## src/rtl/mul.sv

```systemverilog
// Two-stage signed 8x8 radix-4 Booth multiplier.
// Takes one operand pair per clock; the product is truncated to 15 bits.
module mul (
    input  logic        clk,
    input  logic        rst_n,
    input  logic [7:0]  x,
    input  logic [7:0]  y,
    input  logic        i_valid,
    output logic [14:0] o_mul,
    output logic        o_valid
);

    logic [7:0]  x_q;
    logic [7:0]  y_q;
    logic        v_q;
    logic [8:0]  y_ext;
    logic [14:0] x_ext;
    logic [14:0] sum;

    function automatic logic [14:0] booth_pp(
        input logic [2:0]  trip,
        input logic [14:0] xe
    );
        logic [14:0] pp;
        pp = '0;
        unique case (trip)
            3'b000, 3'b111: pp = '0;
            3'b001, 3'b010: pp = xe;
            3'b011:         pp = xe << 1;
            3'b100:         pp = ~(xe << 1) + 15'd1;
            3'b101, 3'b110: pp = ~xe + 15'd1;
        endcase
        return pp;
    endfunction

    always_ff @(posedge clk or negedge rst_n) begin
        if (!rst_n) begin
            x_q <= '0;
            y_q <= '0;
            v_q <= 1'b0;
        end else begin
            x_q <= x;
            y_q <= y;
            v_q <= i_valid;
        end
    end

    // Implicit y[-1] = 0 makes triplet i simply y_ext[2i+2:2i].
    assign y_ext = {y_q, 1'b0};
    assign x_ext = {{7{x_q[7]}}, x_q};

    always_comb begin
        sum = '0;
        for (int i = 0; i < 4; i++) begin
            sum = sum + (booth_pp(y_ext[2*i +: 3], x_ext) << (2 * i));
        end
    end

    always_ff @(posedge clk or negedge rst_n) begin
        if (!rst_n) begin
            o_mul   <= '0;
            o_valid <= 1'b0;
        end else begin
            o_mul   <= sum;
            o_valid <= v_q;
        end
    end

endmodule

```

## config.mk

```make
export PLATFORM = sky130hd
export DESIGN_NAME = mul
export DESIGN_NICKNAME = d
export VERILOG_FILES = /design/src/rtl/mul.sv
export SDC_FILE = /design/constraint.sdc
export NUM_CORES = 1
export LEC_CHECK = 0
export BUFFER_PORTS_ARGS = -buffer_cell sky130_fd_sc_hd__buf_2
export CAP_MARGIN = 20
export CELL_PAD_IN_SITES_DETAIL_PLACEMENT = 0
export CELL_PAD_IN_SITES_GLOBAL_PLACEMENT = 2
export CORE_ASPECT_RATIO = 0.8
export CORE_MARGIN = 2
export CORE_UTILIZATION = 40
export DETAILED_ROUTE_END_ITERATION = 7
export PLACE_DENSITY_LB_ADDON = 0.1
export SETUP_SLACK_MARGIN = 0.05
export SLEW_MARGIN = 20
export SYNTH_ARGS = -nofsm -noshare
export SYNTH_HDL_FRONTEND = slang
export SYNTH_SLANG_ARGS = --single-unit
```

## constraint.sdc

```tcl
create_clock -name clk -period 14.7 [get_ports clk]
set_input_delay 3.675 -clock clk [delete_from_list [all_inputs] [get_ports clk]]
set_output_delay 3.675 -clock clk [all_outputs]
set_load 0.01 [all_outputs]
```

Word level (Yosys, flattened, before mapping)
Index checks and enable logic that the tools add are counted.
- input bits: 19
- word-level logic and storage cells: 53
- register bits: 33
- output and inout bits: 16
- equality and inequality tests: 24
- $add $sub $neg: 5
- muxes and demuxes: 4
- bitwise logic cells: 2
- reductions and logical operators: 13
- operators with widths (cell ; number):
    13-bit case mux with 5 select lines ; 1
    15-bit case mux with 4 select lines ; 1
    11-bit case mux with 5 select lines ; 1
    15-bit adder ; 3
    9-bit case mux with 5 select lines ; 1
    3-bit equality test, second input constant ; 12
    15-bit by 1-bit adder with 15-bit output, second input constant ; 2
    15-bit NOT ; 2
    3-bit by 2-bit equality test with 1-bit output, second input constant ; 6
    2-bit OR reduction ; 9
    3-bit logical NOT ; 4
    3-bit by 1-bit equality test with 1-bit output, second input constant ; 3
    2-bit equality test, second input constant ; 2
    2-bit by 1-bit equality test with 1-bit output, second input constant ; 1

Longest topological paths before layout
- depth after elaboration: 6
- mapped depth: 21
- mapped depth without buffers: 20

Worst setup path before layout
No wires, ideal clock.
- path kind: register to register
- start: register x_q[0]
- end: register o_mul[14]
- path buffers: 2
- library setup time: 134 ps
- cell stages (with the launch flop): 20
- setup slack: 10015 ps
- data required time: 14566 ps
- data arrival time: 4551 ps
- cells stage by stage: dfrtp_1 buf_2 inv_1 ha_1 nand2b_1 or2_2 clkbuf_1 nand2_1 xnor2_1 a221oi_1 a31oi_1 fa_1 fa_1 ha_1 nor2b_1 o21a_1 a311o_1 o31ai_1 o21ai_0 xnor3_1
- word-level cells in the longest chain between the ends: 6
- elaborated cells between the ends (all ways): 11
- RTL lines (element ; line ; source):
    start, declared ; 13 ; logic [7:0] x_q;
    start signal, assigned ; 38 ; x_q <= '0;
    start signal, assigned ; 42 ; x_q <= x;
    15-bit NOT, on equally long branches ; 31, 30 ;
    15-bit by 1-bit adder with 15-bit output, on equally long branches ; 31, 30 ;
    13-bit case mux with 5 select lines or 15-bit case mux with 4 select lines (tied branches) ; 26 ; unique case (trip)
    15-bit adder (2 in a row) ; 55 ; sum = sum + (booth_pp(y_ext[2*i +: 3], x_ext) << (2 * i));
    15-bit adder * ; 55 ;
    named net sum[14] ; 18 ; logic [14:0] sum;
    end signal, assigned ; 64 ; o_mul <= sum;
    end, declared ; 9 ; output logic [14:0] o_mul,
Mark *: on every way through the listed nets, which the timed path passes. The rest lies on a longest branch.

Worst setup path after layout
- start: register x_q[3]
- end: register o_mul[14]
The elaborated chain is that of the path after synthesis.

==> impl_metrics.env <==
export IMPL_outcome="finished, final reports clean"
export IMPL_max_freq_mhz=179
export IMPL_hold_class="flop to flop"
export IMPL_clk_path_buf_depth=2
export IMPL_grt_first_pass_wirelength_um=16700
export IMPL_wire_per_inst_um=18.3
export IMPL_die_h_um=89.7
export IMPL_finalNonFillerCells=562
export IMPL_clock_sinks=33
export IMPL_final_seq_area_um2=826
export IMPL_grt_max_degree=38
export IMPL_path_class="flop to flop"
export IMPL_postSynth_asyncResetShare=1.00
export IMPL_worstPathArrival_ps=5750
export IMPL_slowest_delay_ps=630
export IMPL_seq_area_frac_synth=0.225
export IMPL_numPlacedInstances=554
export IMPL_synth_edf_count=0
export IMPL_rsz0062_at_grt="false"
export IMPL_path_clk_slew_ps=60
export IMPL_clk_latency_ps=290
export IMPL_worst_path_buf_inv=2
export IMPL_ys_types=60
export IMPL_slew_viol_final=0
export IMPL_min_period_ps=5580
export IMPL_p_per_area_nw_per_um2=122
export IMPL_cts_hold_buffers=0
export IMPL_drive_gt1_frac=0.157
export IMPL_fillers=907
export IMPL_ys_flop_type="dfrtp_1"
export IMPL_cp_max_fo=14
export IMPL_max_cap_violations=0
export IMPL_cts_htree_levels=2
export IMPL_rows=31
export IMPL_grt_overflow_total=0
export IMPL_finalCritPeriodShare=0.379
export IMPL_yosysWarnings=0
export IMPL_critPathSlowestCell="dfrtp_1"
export IMPL_holdWs_ps=378
export IMPL_setup_tns_ps=0
export IMPL_gp_congestion=0.888
export IMPL_cp_required_ps=14870
export IMPL_syn_inst=435
export IMPL_dpl_cell_area_um2=3880
export IMPL_diodes=0
export IMPL_final_area_um2=4050
export IMPL_cts_buffers=5
export IMPL_finalClockSkew_ps=1.83
export IMPL_total_power_w=0.000496
export IMPL_synth_net_count=489
export IMPL_cts_tree="built"
export IMPL_ios=35
export IMPL_drc=0
export IMPL_ant_nets=0
export IMPL_peakVddDrop_uv=72.7
export IMPL_dp_hpwl_um=7620
export IMPL_hold_viol_final=0
export IMPL_multi_input_area_um2=2550
export IMPL_path_delay_family="adder cells"
export IMPL_die_area_um2=9970
export IMPL_area_delta_synth_final_pct=10.2
export IMPL_syn_area_um2=3670
export IMPL_coreArea_um2=9000
export IMPL_routed_wl_um=10300
export IMPL_vias=3112
export IMPL_grt_total_usage=0.214
export IMPL_post_cts_buffers=0
export IMPL_nets=500
export IMPL_first_iter_violations=248
export IMPL_worst_pin_slew_ps=926
export IMPL_relSlewSlack=0.383
export IMPL_start_util=0.408
export IMPL_die_w_um=111
export IMPL_port_buffers=34
export IMPL_firstDrtPassIters=4
export IMPL_synth_area_per_cell_um2=8.45
export IMPL_vias_per_cell=5.54
export IMPL_grt_pass1_vias=3003
export IMPL_antenna_found_initial=0
export IMPL_cts_resized=0
export IMPL_worst_setup_path_end_kind="flop"
export IMPL_worstPathCellList="nor4_1, nand2_1, xnor2_2, mux2i_1, mux4_2, fa_1, inv_1, fa_1, inv_1, ha_1, nor2b_1, a311o_1, o31ai_1, o21ai_0, xnor3_1"
export IMPL_critPathLaunchType="flop"
export IMPL_final_setup_viol_count=0
export IMPL_synth_seq_cells=33
export IMPL_leakage_nw=1.83
export IMPL_cts_root_buf="clkbuf_16"
## where the power goes
part,switching (W),internal (W)
registers,0.0000135,0.000112
clock network,0.0000452,0.0000803
logic,0.000131,0.000113
## cell usage after synthesis (5+ instances only)
cell      instances  area, µm²
nand3_1           5       25.0
inv_1            38        143
a32o_1            6       60.1
o211ai_1          6       45.0
clkbuf_1         21       78.8
a22o_1            5       43.8
mux4_2            6        135
nand2b_1          9       56.3
a31oi_1           5       31.3
nor2b_1           8       50.1
o21ai_0          29        145
fa_1             19        380
mux2_2            5       56.3
xnor2_1          17        149
nor2_1           29        109
a21oi_1          18       90.1
and2_1           10       62.6
buf_2             8       40.0
mux2i_1           5       50.1
nand2_1          57        214
xor2_1            9       78.8
dfrtp_1          33        826
ha_1             16        200
a221oi_1          5       43.8
## metrics by stage
stage	setup slack (ps)	utilization
after CTS	9090	0.450
after global routing	8760	0.450
final	9120	0.450
after detailed placement	9120	0.431
after floorplan	10020	-
after global placement	9090	0.431
## logic make-up (layout without fill, tap and decap cells)
| family | count (synthesis) | count (layout) | synth area share |
|---|---|---|---|
| AOI/OAI and AO/OA | 115 | 115 | 0.216 |
| xor gates and xnor gates | 30 | 30 | 0.0814 |
| adders and majority gates | 35 | 35 | 0.158 |
| buffers and inverters | 75 | 87 | 0.0804 |
| DFF | 33 | 33 | 0.225 |
| muxes | 16 | 16 | 0.0657 |
| and+or+nand+nor | 131 | 131 | 0.174 |
## layout by cell type (no fill, tap or decap), types with 5 or more instances in the layout
cell type	netlist	routed
nand2_1	57	57
inv_1	38	38
buf_2	8	34
dfrtp_1	33	33
o21ai_0	29	29
nor2_1	29	29
fa_1	19	19
a21oi_1	18	18
xnor2_1	17	17
ha_1	16	16
and2_1	10	10
xor2_1	9	9
nand2b_1	9	9
nor2b_1	8	8
mux4_2	6	6
o211ai_1	6	6
a32o_1	6	6
a22o_1	5	5
mux2i_1	5	5
nand3_1	5	5
mux2_2	5	5
a31oi_1	5	5
a221oi_1	5	5
clkbuf_16	0	5
## path summary, 6_finish.rpt
| check | slack [ps] | from | cells after the start | end |
|---|---|---|---|---|
| worst max-delay path | 9120 | x_q[3]$_DFF_PN0_ | 15 | o_mul[14]$_DFF_PN0_ |
| worst min-delay path | 380 | v_q$_DFF_PN0_ | 0 | o_valid$_DFF_PN0_ |
| worst max register to register | 9120 | x_q[3]$_DFF_PN0_ | 15 | o_mul[14]$_DFF_PN0_ |
| worst min register to register | 380 | v_q$_DFF_PN0_ | 0 | o_valid$_DFF_PN0_ |
| max in group asynchronous | 10750 | rst_n | 1 | y_q[4]$_DFF_PN0_ |
| min in group asynchronous | 3460 | rst_n | 1 | o_mul[4]$_DFF_PN0_ |
## state kept, by name (all words and copies together) (netlist names)
name     count
o_valid      1
y_q          8
o_mul       15
v_q          1
x_q          8
## layout make-up
type,instances,share of cell area
Timing Repair Buffer,38,0.0494
Multi-Input combinational cell,327,0.631
Sequential cell,33,0.204
Clock inverter,3,0.0114
Clock buffer,5,0.0309
Tap cell,115,0.0355
Inverter,41,0.0380
## metal layers
metal / global-route usage / wire length, µm / up-vias
li1: - / - / 1519
met1: 0.328 / 5290 / 1508
met2: 0.315 / 4410 / 74
met3: 0.0337 / 405 / 11
met4: 0.0545 / 165 / 0
met5: 0 / 0 / -
Power figures use the tool's default switching activity.
